[src/rtl/countdown_result_capture.sv]
// countdown_result_capture: measures countdown runs on x and queues {y, cycles} records in a small FIFO.
module countdown_result_capture #(
  parameter int WIDTH = 4,
  parameter int CNT_W = 8,
  parameter int DEPTH = 4
) (
  input  logic             clk,
  input  logic             reset,
  input  logic [WIDTH-1:0] x,
  input  logic [WIDTH-1:0] y,
  output logic             res_valid,
  input  logic             res_ready,
  output logic [WIDTH-1:0] res_y,
  output logic [CNT_W-1:0] res_cycles,
  output logic             busy,
  output logic             overflow,
  output logic [7:0]       drop_cnt
);
  localparam int AW = $clog2(DEPTH);
  typedef enum logic {IDLE, RUN} state_t;
  state_t           r_state, w_state_nxt;
  logic [WIDTH-1:0] r_x_prev;
  logic [CNT_W-1:0] r_cnt, w_cnt_nxt, w_cnt_inc;
  logic             w_start, w_push, w_pop, w_full, w_empty, w_wr_en, w_drop;
  logic [WIDTH-1:0] r_y_mem [DEPTH];
  logic [CNT_W-1:0] r_c_mem [DEPTH];
  logic [AW-1:0]    r_wr, r_rd;
  logic [AW:0]      r_count;
  logic             r_overflow;
  logic [7:0]       r_drop_cnt;

  assign w_start   = (x != '0) && ((r_x_prev == '0) || (x > r_x_prev));
  assign w_cnt_inc = (r_cnt == '1) ? r_cnt : r_cnt + CNT_W'(1);
  assign w_empty   = (r_count == '0);
  assign w_full    = (r_count == (AW+1)'(DEPTH));
  assign w_pop     = !w_empty && res_ready;
  // A push into a full FIFO still lands when the head leaves on the same edge.
  assign w_wr_en   = w_push && (!w_full || w_pop);
  assign w_drop    = w_push && w_full && !w_pop;

  always_comb begin
    w_state_nxt = r_state;
    w_cnt_nxt   = r_cnt;
    w_push      = 1'b0;
    if (r_state == IDLE) begin
      if (w_start) begin
        w_state_nxt = RUN;
        w_cnt_nxt   = CNT_W'(1);
      end
    end else if (x == '0) begin
      w_push      = 1'b1;
      w_state_nxt = IDLE;
    end else begin
      w_cnt_nxt = w_start ? CNT_W'(1) : w_cnt_inc;
    end
  end

  always_ff @(posedge clk or negedge reset) begin
    if (!reset) begin
      r_x_prev <= '0;
      r_state  <= IDLE;
      r_cnt    <= '0;
    end else begin
      r_x_prev <= x;
      r_state  <= w_state_nxt;
      r_cnt    <= w_cnt_nxt;
    end
  end

  always_ff @(posedge clk or negedge reset) begin
    if (!reset) begin
      for (int i = 0; i < DEPTH; i++) begin
        r_y_mem[i] <= '0;
        r_c_mem[i] <= '0;
      end
      r_wr       <= '0;
      r_rd       <= '0;
      r_count    <= '0;
      r_overflow <= 1'b0;
      r_drop_cnt <= '0;
    end else begin
      if (w_wr_en) begin
        r_y_mem[r_wr] <= y;
        r_c_mem[r_wr] <= w_cnt_inc;
        r_wr          <= r_wr + AW'(1);
      end
      if (w_pop) r_rd <= r_rd + AW'(1);
      if (w_wr_en && !w_pop) r_count <= r_count + (AW+1)'(1);
      else if (!w_wr_en && w_pop) r_count <= r_count - (AW+1)'(1);
      if (w_drop) begin
        r_overflow <= 1'b1;
        if (r_drop_cnt != 8'hFF) r_drop_cnt <= r_drop_cnt + 8'd1;
      end
    end
  end

  assign res_valid  = !w_empty;
  assign res_y      = w_empty ? '0 : r_y_mem[r_rd];
  assign res_cycles = w_empty ? '0 : r_c_mem[r_rd];
  assign busy       = (r_state == RUN);
  assign overflow   = r_overflow;
  assign drop_cnt   = r_drop_cnt;
endmodule
[config.mk]
export PLATFORM = sky130hd
export DESIGN_NAME = countdown_result_capture
export DESIGN_NICKNAME = d
export VERILOG_FILES = /design/src/rtl/countdown_result_capture.sv
export SDC_FILE = /design/constraint.sdc
export NUM_CORES = 1
export LEC_CHECK = 0
export ABC_AREA = 0
export CORE_MARGIN = 2
export CORE_UTILIZATION = 55
export CTS_BUF_LIST = sky130_fd_sc_hd__clkbuf_4
export DETAILED_ROUTE_END_ITERATION = 10
export PLACE_DENSITY = 0.88
export SLEW_MARGIN = 30
export SYNTH_ARGS = -nofsm -noshare
export SYNTH_HDL_FRONTEND = slang
export SYNTH_SLANG_ARGS = --single-unit
[constraint.sdc]
create_clock -name clk -period 5.36 [get_ports clk]
set_input_delay 0.536 -clock clk [delete_from_list [all_inputs] [get_ports clk]]
set_output_delay 0.536 -clock clk [all_outputs]
set_load 0.05 [all_outputs]
==> results.cfg <==
[synth]
synth_top_family_by_area = multiplexers
synth_most_common_cell = dfrtp_1
ys_seq_area_share_pct = 51.85
synth-edff-count = 0
synth_top_area_share_pct = 51.85
synth_commonest_cells = dfrtp_1, mux2_2, nand2_1
synthTopCellsByArea = dfrtp_1, mux2_2, mux4_2, ha_1, and2_1
synthCells = 291
syn_avg_cell_area_um2 = 12.77
ys_seq_elements = 77
synthAdderAreaFrac_pct = 4.242
synth_compound_area_share_pct = 6.364
synthesis.area_um2 = 3716
synth_xor_xnor_area_share_pct = 2.828
async_flop_share_pct = 100.0
yosys_warnings = 0
synthMuxAreaShare_pct = 19.63
synthFlopType = dfrtp_1
synth_fp_nets = 314
yosys.area_share.simple_pct = 12.09
synthDistinctLibCells = 45
synth_top_area_cell = dfrtp_1

[floorplan]
rows = 29
chipWidth_um = 86.20
initial_core_util_pct = 57.54
die_h_um = 86.20
core_um2 = 6459
die_area_um2 = 7430
boundaryPins = 34

[clock_tree]
cts_buffers = 9
cts_sinks = 77
cts_hold_buf = 0
cts_tree = done
clock_path_buffers = 2
clk_latency_ns = 0.42
h-tree-depth = 3
post_cts_buffers = 0
post_cts_resized = 0
cts_root_buf = clkbuf_4
clk_pin_slew_ns = 0.14

[timing]
fin_crit_ns = 3.344
slew_viol_final = 0
slew_headroom_pct = 42.87
tightest_slew_ns = 0.8569
finClkSkew_ns = 0.01491
max_freq_ghz = 0.2991
fin_crit_sh_pct = 62.38
hold_viol = 0
setup_viol = 0
rsz0062_at_grt = false
fin_setup_tns_ns = 0

[power_and_ir_drop]
power_switching_mw = 0.7242
combPwrFrac_pct = 33.7
p_int_mw = 1.323
switching_share_pct = 35.38
clockPowerShare_pct = 24.3
p_leak_nw = 1.945
pwr-share-seq_pct = 42.0
ir_worst_vdd_v = 0.0002084
p_per_area_nw_per_um2 = 477.0

[setup_path]
worstReg2RegEnd = r_count[2]
path_max_fanout = 14
worst-setup-path-type = flip-flop to primary output
crit_path_end_kind = primary output
reg2reg_from = r_count[0]
cpPeakStageDelay_ns = 0.92
cp_cell_sequence = mux4_2, and2_1, clkdlybuf4s50_1
crit_arrival_ns = 2.81
crit_path_top_delay_cell = dfrtp_1
required_ns = 4.82
start_kind = flip-flop
rr_worst_depth = 8
rrSetupSlack_ns = 2.84

[route]
dr.pass1.iters = 4
met3WireLength_um = 275
drt-initial-drc-count = 79
postRouteAntennaNets = 0
wl_per_cell_um = 17.89
via_count = 2464
dr_wl_met2_mm = 3.552
drt-vias-per-instance = 6.099
routed_wirelength_mm = 7.229
met1_length_mm = 3.193
topRoutingLayerUsed = met4
drcViolationCount = 0

[cells_and_area]
final_net_count = 345
drive_above_1_share_pct = 23.24
syn_to_final_growth_pct = 15.49
final_core_util_pct = 66.45
antenna_cells = 0

[global_route]
grt_start_max_net_pins = 78
grt_use_total_pct = 21.58
antenna_found_initial = 0
grt_pass1_wl_mm = 12.30
grt_overflow = 0
grt_pass1_vias = 2563

[place]
dp_hpwl_mm = 4.896
numPortBuffers = 33
gp_congestion = 0.8280

[job]
drv_cap = 0

[min_path]
hp-class = input pin to async pin

[run_status]
outcome = finished clean
==> metal layers <==
layer  track usage, %  vias up
li1                 -     1130
met1            28.11     1247
met2            35.10       69
met3            3.714       18
met4            11.08        0
met5                0        -
==> cells by family after synthesis <==
group,count (synthesis)
muxes,53
buffers and inverters,25
and+or+nand+nor,77
AOI/OAI and AO/OA,35
xor gates and xnor gates,12
DFF,77
adders and majority gates,12
==> state kept, by name (all words and copies together) (netlist names), 2 cells and up <==
register	count
r_count	3
r_cnt	8
r_y_mem	16
r_wr	2
drop_cnt	8
r_rd	2
r_c_mem	32
r_x_prev	4
==> worst max-delay path: cells and delay by family, from the launching register on <==
| kind | cells | cell delay, ns |
|---|---|---|
| DFF | 1 | 0.92 |
| muxes | 1 | 0.60 |
| buffers and inverters | 1 | 0.70 |
| and+or+nand+nor | 1 | 0.17 |
==> power groups by stage <==
| stage | combinational [mW] | sequential (mW) | clock (mW) |
|---|---|---|---|
| global placement | 0.668 | 0.860 | 0 |
| detailed placement | 0.695 | 0.873 | 0 |
| finish | 0.690 | 0.860 | 0.498 |
| global route | 0.748 | 0.885 | 0.528 |
| CTS | 0.696 | 0.860 | 0.506 |
| floorplan | 0.533 | 0.819 | 0 |
==> cell usage in the layout (no fill, tap or decap), types with 2 or more instances in the layout <==
master,synthesis,layout
nor4_1,2,2
xnor2_1,6,6
and3_1,2,2
mux2_2,39,39
clkbuf_4,0,9
ha_1,11,11
nor2b_1,2,2
xor2_1,6,6
clkdlybuf4s50_1,0,32
nand2_1,20,20
mux4_2,12,12
nand4_1,6,6
a32o_1,5,5
clkinv_4,0,2
o21ai_0,15,15
nand4_2,4,4
dfrtp_1,77,77
mux2i_1,2,2
nor3_1,3,3
bufinv_16,0,4
a31oi_1,2,2
nor2_1,10,10
nand3_1,7,7
a21oi_1,4,4
and2_1,12,12
inv_1,12,12
==> worst max-delay path by stage <==
| stage | from | depth (start not counted) | endpoint | slack, ns |
|---|---|---|---|---|
| floorplan | res_ready | 8 | r_count[1] | 2.84 |
| global placement | x[1] | 9 | r_count[2] | 2.35 |
| detailed placement | x[1] | 9 | r_count[2] | 2.21 |
| CTS | r_rd[0] | 3 | res_cycles[6] | 1.94 |
| global route | r_rd[0] | 3 | res_cycles[7] | 1.82 |
| finish | r_rd[0] | 3 | res_cycles[7] | 2.02 |
==> layout make-up <==
type,instances,area (µm²)
clock buffer,9,67.56
clock inverter,7,146.4
multi-input combinational,189,1678
fill,471,2167
inverter,12,45.04
timing repair buffer,33,331.6
sequential,77,1927
tap,77,96.34
==> stage by stage <==
step	cell area (µm²)	instances	hold slack (ns)	worst slack [ns]	power (mW)
after detailed placement	4074	388	0.4542	2.210	1.568
final	4292	404	0.09783	2.016	2.047
after global placement	4074	388	0.4486	2.352	1.528
after floorplan	3716	291	0.2404	2.836	1.351
after global routing	4292	404	0.1397	1.819	2.161
after CTS	4288	404	0.2507	1.935	2.062
No activity file was read; power rests on OpenSTA's default activity.
